File: src/rtl/ctrl_unit_mc.sv
// ctrl_unit_mc: multi-cycle CPU control sequencer with a memory request/wait
// sub-machine, stall, timeout fault, halt/resume and a retired-instruction counter.
module ctrl_unit_mc #(
    parameter int                INSTR_W  = 16,
    parameter int                OP_W     = 4,
    parameter logic [OP_W-1:0]   OP_READ  = 4'hA,
    parameter logic [OP_W-1:0]   OP_WRITE = 4'hB,
    parameter logic [OP_W-1:0]   OP_HALT  = 4'hF,
    parameter int                TIMEOUT  = 200,
    parameter int                TMO_W    = 8,
    parameter int                CNT_W    = 16
) (
    input  logic               I_clk,
    input  logic               I_reset,
    input  logic [INSTR_W-1:0] I_instruction,
    input  logic               I_mem_ready,
    input  logic               I_data_ready,
    input  logic               I_stall,
    input  logic               I_resume,
    output logic [6:0]         O_state,
    output logic               O_execute,
    output logic               O_mem_write,
    output logic               O_fault,
    output logic               O_halted,
    output logic [CNT_W-1:0]   O_retired
);
    typedef enum logic [6:0] {
        S_FETCH     = 7'b0000001,
        S_DECODE    = 7'b0000010,
        S_REGREAD   = 7'b0000100,
        S_EXECUTE   = 7'b0001000,
        S_MEM       = 7'b0010000,
        S_WRITEBACK = 7'b0100000,
        S_HALT      = 7'b1000000
    } state_t;
    typedef enum logic {P_REQ, P_WAIT} phase_t;

    state_t           state, state_nx;
    phase_t           phase, phase_nx;
    logic [TMO_W-1:0] cnt, cnt_nx;
    logic [OP_W-1:0]  op, op_nx;
    logic [OP_W-1:0]  opcode;
    logic             fault_nx, retire, mem_state, is_store, waiting, req, done, tmo;
    logic             unused_instr;

    assign opcode       = I_instruction[INSTR_W-1 -: OP_W];
    assign unused_instr = ^I_instruction;
    assign mem_state    = (state == S_FETCH) || (state == S_MEM);
    assign is_store     = (state == S_MEM) && (op == OP_WRITE);
    assign waiting      = mem_state && (phase == P_WAIT);
    assign req          = mem_state && (phase == P_REQ) && I_mem_ready;
    assign done         = waiting && (is_store || I_data_ready);
    // data_ready on the final wait cycle wins over the timeout
    assign tmo          = waiting && !is_store && !I_data_ready && (cnt == TMO_W'(TIMEOUT - 1));
    assign O_state      = state;
    assign O_halted     = (state == S_HALT);

    always_comb begin
        state_nx = state;
        phase_nx = phase;
        cnt_nx   = cnt;
        op_nx    = op;
        fault_nx = O_fault;
        retire   = 1'b0;
        if (req) begin
            phase_nx = P_WAIT;
            cnt_nx   = '0;
        end else if (done) begin
            phase_nx = P_REQ;
        end else if (tmo) begin
            phase_nx = P_REQ;
            cnt_nx   = '0;
            fault_nx = 1'b1;
            state_nx = S_HALT;
        end else if (waiting) begin
            cnt_nx = cnt + 1'b1;
        end
        case (state)
            S_FETCH:     if (done) state_nx = S_DECODE;
            S_DECODE: begin
                op_nx    = opcode;
                state_nx = (opcode == OP_HALT) ? S_HALT : S_REGREAD;
            end
            S_REGREAD:   if (!I_stall) state_nx = S_EXECUTE;
            S_EXECUTE:   if (!I_stall) state_nx = (op == OP_READ || op == OP_WRITE) ? S_MEM : S_WRITEBACK;
            S_MEM: if (done) begin
                state_nx = is_store ? S_FETCH : S_WRITEBACK;
                retire   = is_store;
            end
            S_WRITEBACK: begin
                state_nx = S_FETCH;
                retire   = 1'b1;
            end
            S_HALT:      if (I_resume && !O_fault) state_nx = S_FETCH;
            default:     state_nx = S_FETCH;
        endcase
    end

    always_ff @(posedge I_clk or negedge I_reset) begin
        if (!I_reset) begin
            state       <= S_FETCH;
            phase       <= P_REQ;
            cnt         <= '0;
            op          <= '0;
            O_fault     <= 1'b0;
            O_execute   <= 1'b0;
            O_mem_write <= 1'b0;
            O_retired   <= '0;
        end else begin
            state       <= state_nx;
            phase       <= phase_nx;
            cnt         <= cnt_nx;
            op          <= op_nx;
            O_fault     <= fault_nx;
            O_execute   <= req;
            O_mem_write <= req && is_store;
            O_retired   <= O_retired + CNT_W'(retire);
        end
    end
endmodule

File: config.mk
export PLATFORM = sky130hd
export DESIGN_NAME = ctrl_unit_mc
export DESIGN_NICKNAME = d
export VERILOG_FILES = /design/src/rtl/ctrl_unit_mc.sv
export SDC_FILE = /design/constraint.sdc
export NUM_CORES = 1
export LEC_CHECK = 0
export ABC_AREA = 1
export CAP_MARGIN = 5
export CELL_PAD_IN_SITES_DETAIL_PLACEMENT = 0
export CELL_PAD_IN_SITES_GLOBAL_PLACEMENT = 1
export CORE_ASPECT_RATIO = 0.7
export CORE_MARGIN = 2
export CORE_UTILIZATION = 33
export CTS_BUF_LIST = sky130_fd_sc_hd__clkbuf_16
export DETAILED_ROUTE_END_ITERATION = 10
export PLACE_DENSITY_LB_ADDON = 0.12
export SETUP_SLACK_MARGIN = 0.15
export SYNTH_ARGS = -nofsm -noshare
export SYNTH_HDL_FRONTEND = slang
export SYNTH_SLANG_ARGS = --single-unit
export TNS_END_PERCENT = 5
File: constraint.sdc
create_clock -name I_clk -period 2.6 [get_ports I_clk]
set_clock_uncertainty 0.15 [all_clocks]
set_input_delay 0.52 -clock I_clk [delete_from_list [all_inputs] [get_ports I_clk]]
set_output_delay 0.52 -clock I_clk [all_outputs]
set_load 0.005 [all_outputs]
==> run metrics, run 1 <==
Max FO, Critical Path=5; Clock Path Buffers=2; Slowest cell on crit path=dfrtp_2; Mapped Area=0.00199 mm^2; Clk Latency, worst-skew pair=280 ps; port bufs=36; Synth top area share=0.479; worst hold path class=input pin to async pin; post-synth top area cell=dfrtp_1; initial antenna violation count=0; most common cell after layout, fill and taps aside=dfrtp_1; Finished Cell Area=between 0.002 and 0.003 mm^2; syn avg cell area=9.24 um^2; GRT Util Overall=0.134; TritonRoute pass-1 iters=4; I/O pin count=49; Final ANT Viol Nets=0; drt via density=4.57; 1st-iter DRT viols=42; worst setup slack after layout=159 ps; pwr dens=between 800 and 900 mW/mm^2; most frequent cells in the layout=dfrtp_1, clkdlybuf4s50_1, inv_1, nand2_1; drt drc=0; Seq cells post-synth=39; Seq/Total Area, Yosys=0.492; Die Width=96.7 um; Fin. Hold Viols=0; Hold Buf Count CTS=0; fin crit period=2440 ps; r2r worst-path depth=15; number of diodes=0; Worst-path clk slew=60 ps; CTS tree=done; first-pass GRT wire length=6960 um; Critical Setup Path Class=flop to flop; critical path cell sequence=nor2_4 -> nand2_2 -> nor2_4 -> nand3_2 -> o41ai_4 -> ha_2 -> ha_4 -> nand3_4 -> nor2_4 -> nand2_2 -> nor2_4 -> nand3_4 -> nor2_4 -> nand2_2 -> xnor2_1; Place WS=between 70 and 80 ps; Core Box Area=0.00576 mm^2; Crit. End Element=flop; Starting Density=0.345; layout cell share with drive strength beyond 1=0.229; vias in the first global route=~1400; synth unique cells=31; routed vias=roughly 1600; P_leak=1.32 nW; Critical Path RT=~2600 ps; Tcrit/Tclk final=0.939; Worst slew margin=0.610; maximum VDD drop=0.392 mV; htree depth=2; # setup viols final=0; clk root buf=clkbuf_16; largest net degree at the start of global routing=26; Die ar.=0.00667 mm^2; Syn-to-layout area delta=44.3%; row count=23; outcome=finished, final reports clean; Slew @ Worst Pin=just under 600 ps; Post-Layout Cell Count=350; TNS Setup=0 ps; Syn. warnings=0; startpoint types=flop; Synth Instances=around 220; Synth area leaders=dfrtp_1, nand2_1, inv_1; total gr overflow=0; maxcap violations=0; Placer Congestion=0.729; # clock sinks=39; routed wire length=between 4000 and 5000 um; unrepaired setup endpoints after global routing=true; die height=slightly below 70 um; Avg WL per Cell=12.2 um; Post-DP HPWL=3160 um; total CTS buffers=5; Fmax=0.410 GHz; Max stage delay on crit path=460 ps; DP Area=0.00255 mm^2; Pwr Total=0.00232 W; most used cell along the critical path=nor2_4; Nets=299; Final Max Slew Viols=0; Placed Cells incl. Taps=335; syn nets=240; critical path data arrival time=around 2500 ps
-- synthesized netlist by cell type --
cell type / count
nand2_4: 1
dfstp_2: 1
nor2_2: 2
o41ai_1: 1
a21oi_1: 6
nand2_1: 31
mux2_2: 2
o21ai_2: 1
nor4_1: 1
xnor2_1: 6
dfrtp_1: 38
nand3_4: 1
nand2_2: 4
nand2_8: 1
inv_4: 1
inv_1: 29
nand4_2: 1
ha_1: 3
o21ai_1: 4
inv_2: 1
nand3b_1: 2
o21ai_0: 7
nand4_1: 13
o22ai_1: 2
nand3_1: 14
a21oi_2: 1
nor2_8: 1
xor2_1: 11
nor2_1: 21
nor2_4: 5
nor3_1: 3
-- sequential cells by signal, indices dropped and copies added (netlist names) --
register,count
op,4
O_execute,1
O_fault,1
O_retired,16
cnt,8
phase,1
O_mem_write,1
O_state,7
-- kinds of logic (layout without fill, tap and decap cells) --
group                    count (synthesis)  count (layout)  synth area share
flip-flops                              39              39             0.492
AND/OR/NAND/NOR                        101             101             0.281
XOR/XNOR                                17              17            0.0749
AO/OA/AOI/OAI                           22              22            0.0623
adder cells (fa/ha/maj)                  3               3            0.0189
buffers and inverters                   31              91            0.0598
multiplexers                             2               2            0.0113
-- repair_timing --
item                       in CTS  in global routing
pin swaps                       3                 10
setup buffers                   0                  7
gates resized for setup         1                 17
setup endpoints to repair       3                  6
-- cell type report --
class / count / area [um^2]
multi-input combinational: 145 / 1010
tap: 75 / 93.8
inverter: 31 / 119
clock buffer: 5 / 125
fill: 546 / 2890
sequential: 39 / 980
clock inverter: 3 / 63.8
timing repair buffer: 52 / 478
-- critical path, delay by kind of cell (launching register included) --
kind / cells / cell delay [ps]
fa+ha+maj: 2 / 420
compound gates: 1 / 70
xor+xnor: 1 / 120
flops: 1 / 460
simple gates: 11 / 1100
-- through the flow --
stage | hold slack (ps) | utilization
5_1_grt | 133 | 0.498
2_1_floorplan | 74.4 | -
6_report | 88.9 | 0.498
4_1_cts | 110 | 0.476
3_3_place_gp | 313 | 0.442
3_5_place_dp | 316 | 0.442
-- metal layers --
metal,vias up,part of all wire,track usage
met1,728,0.55,0.197
met4,0,0.0089,0.0440
met2,38,0.39,0.187
met5,-,0,0
met3,5,0.049,0.0413
li1,830,-,-
-- worst paths after layout --
kind | from | end | slack, ps
min in group I_clk | O_retired[15] | O_retired[15] | 320
setup reg to reg | O_state[6] | O_retired[14] | 160
max in group asynchronous | I_reset | cnt[3] | 1670
hold reg to reg | O_retired[15] | O_retired[15] | 320
setup / recovery | O_state[6] | O_retired[14] | 160
hold / removal | I_reset | op[2] | 90
-- power breakdown --
part	total, W	internal (W)	switching, W
clock	0.000778	0.000546	0.000232
sequential	0.000811	0.000720	0.0000913
combinational	0.000732	0.000301	0.000431
No activity file was read; power rests on OpenSTA's default activity.
==> inputs of run 2 (changes only) <==
--- a/config.mk
+++ b/config.mk
@@ -10,7 +10,6 @@
 export CELL_PAD_IN_SITES_DETAIL_PLACEMENT = 0
 export CELL_PAD_IN_SITES_GLOBAL_PLACEMENT = 1
 export CORE_ASPECT_RATIO = 0.7
-export CORE_MARGIN = 2
 export CORE_UTILIZATION = 33
 export CTS_BUF_LIST = sky130_fd_sc_hd__clkbuf_16
 export DETAILED_ROUTE_END_ITERATION = 10
==> run 2 against run 1 <==
Against the previous run: the run now ends with negative hold slack left; count of clock-buffer cells in the layout is the same; sequential share of layout area grew 1.0 points; sequential cell count is the same; largest cell class unchanged; critical endpoint unchanged; clock power shrank 27%; die area shrank 4.9%; highest routed layer unchanged; largest power group unchanged.
==> run metrics, run 2 (same netlist as run 1, synthesis figures left out) <==
Min Hold Slack=-2.26 ps; total gr overflow=0; die height=66.9 um; first-pass GRT wire length=between 7000 and 8000 um; CTS tree=done; Die Width=94.7 um; Slew @ Worst Pin=502 ps; footprint of the multi-input gates=991 um^2; drt drc=0; Final Max Slew Viols=0; Critical Path RT=approximately 2600 ps; 1st-iter DRT viols=40; reg2reg start=O_state[3]; vias in the first global route=approximately 1500; largest net degree at the start of global routing=24; Largest register FFs=16; most frequent cells in the layout=dfrtp_1, clkdlybuf4s50_1, inv_1, nand2_1, nor2_1; TritonRoute pass-1 iters=4; total CTS buffers=5; Die ar.=0.00634 mm^2; Syn-to-layout area delta=40.1%; Biggest register=O_retired; Hold Buf Count CTS=0; critical path cell sequence=nor2_4 -> nand2_4 -> nor2_4 -> nand3_2 -> o41ai_4 -> ha_2 -> ha_4 -> nand3_4 -> nor2_1 -> nand2_1 -> nor2_2 -> nand3_2 -> nor2_4 -> nand2_2 -> xnor2_1; Starting Density=0.345; Crit. End Element=flop; P_leak=roughly 1.3 nW; Tcrit/Tclk final=0.924; most used cell along the critical path=nor2_4; fin crit period=2400 ps; I/O pin count=a little under 50; outcome=finished, violations left; Avg WL per Cell=12.2 um; Fmax=0.416 GHz; Clk Latency, worst-skew pair=280 ps; FF-to-FF setup slack=200 ps; port bufs=36; worst hold path class=input pin to async pin; Critical Setup Path Class=flop to flop; # setup viols final=0; routed wire length=4230 um; Nets=297; Final ANT Viol Nets=0; pwr dens=762 mW/mm^2; failing checks=negative hold slack; # clock sinks=39; Post-DP HPWL=3040 um; startpoint types=flop; Clock Path Buffers=2; maxcap violations=0; Setup crit start=O_state[3]; critical path data arrival time=2410 ps; htree depth=2; Fillers=557; Max stage delay on crit path=400 ps; clk root buf=clkbuf_16; layout cell share with drive strength beyond 1=0.223; Placer Congestion=0.776; Place WS=~53 ps; unrepaired setup endpoints after global routing=true; GRT Util Overall=0.157; number of diodes=0; drt via density=4.67; Worst slew margin=0.662; Slowest cell on crit path=dfrtp_1; Max FO, Critical Path=3; Worst-path clk slew=60 ps; initial antenna violation count=0; worst setup slack after layout=199 ps; row count=23; TNS Setup=0 ps; Core Box Area=0.00576 mm^2; maximum VDD drop=0.284 mV; FF+latch area=980 um^2; most common cell after layout, fill and taps aside=dfrtp_1; routed vias=1625; Fin. Hold Viols=4
## run 2: cell types whose count changed in the layout (fill, tap and decap cells not counted)
| cell | previous run | this run |
|---|---|---|
| nand3_2 | 1 | 2 |
| bufinv_16 | 2 | 0 |
| inv_2 | 1 | 2 |
| nor2_4 | 9 | 7 |
| inv_1 | 30 | 29 |
| clkinv_1 | 0 | 1 |
| clkinv_2 | 0 | 1 |
| buf_4 | 16 | 14 |
| nand3_4 | 3 | 2 |
| nor2_2 | 3 | 5 |
## run 2: final timing paths
path	to	cells after the start
max	O_retired[14]	15
min	O_retired[13]	1
max reg2reg	O_retired[14]	15
min reg2reg	O_retired[15]	1
max in group asynchronous	O_state[5]	2
min in group I_clk	O_retired[15]	1
## run 2: what timing repair did
action	4_1_cts	5_1_grt
pin swaps	7	4
endpoints found under the setup margin	3	7
buffers inserted	5	0
gates resized for setup	6	10
## run 2: final cells by class
class | count | area share
Timing Repair Buffer | 50 | 0.166
Multi-Input combinational cell | 145 | 0.356
Clock buffer | 5 | 0.0449
Sequential cell | 39 | 0.352
Tap cell | 75 | 0.0337
Clock inverter | 3 | 0.00449
Inverter | 31 | 0.0427
## run 2: stage by stage
step / hold slack [ps] / total power [W] / instances / utilization / area (um^2)
2_1_floorplan: 74.4 / 0.00129 / 215 / - / 2030
3_3_place_gp: 311 / 0.00152 / 335 / 0.442 / 2550
3_5_place_dp: 312 / 0.00152 / 335 / 0.442 / 2550
4_1_cts: 12.9 / 0.00214 / 348 / 0.478 / 2750
5_1_grt: 27.9 / 0.00228 / 348 / 0.484 / 2780
6_report: -2.26 / 0.00212 / 348 / 0.484 / 2780
## run 2: report_power, final
group	internal (W)	total (W)	switching [W]
combinational	0.000299	0.000739	0.000440
sequential	0.000720	0.000814	0.0000937
clock	0.000346	0.000569	0.000223
## run 2: critical path: cells and delay by family (launching register included)
family / cells / cell delay [ps]
simple gates: 11 / 1100
fa+ha+maj: 2 / 410
flops: 1 / 400
xor+xnor: 1 / 120
compound gates: 1 / 80
## run 2: per-layer routing
layer  GRT usage  share of wire  routed length (um)
met4      0.0455          0.012                  49
met5           0              0                   0
met3      0.0457          0.040                 168
met1       0.234           0.54                2290
met2       0.215           0.41                1720
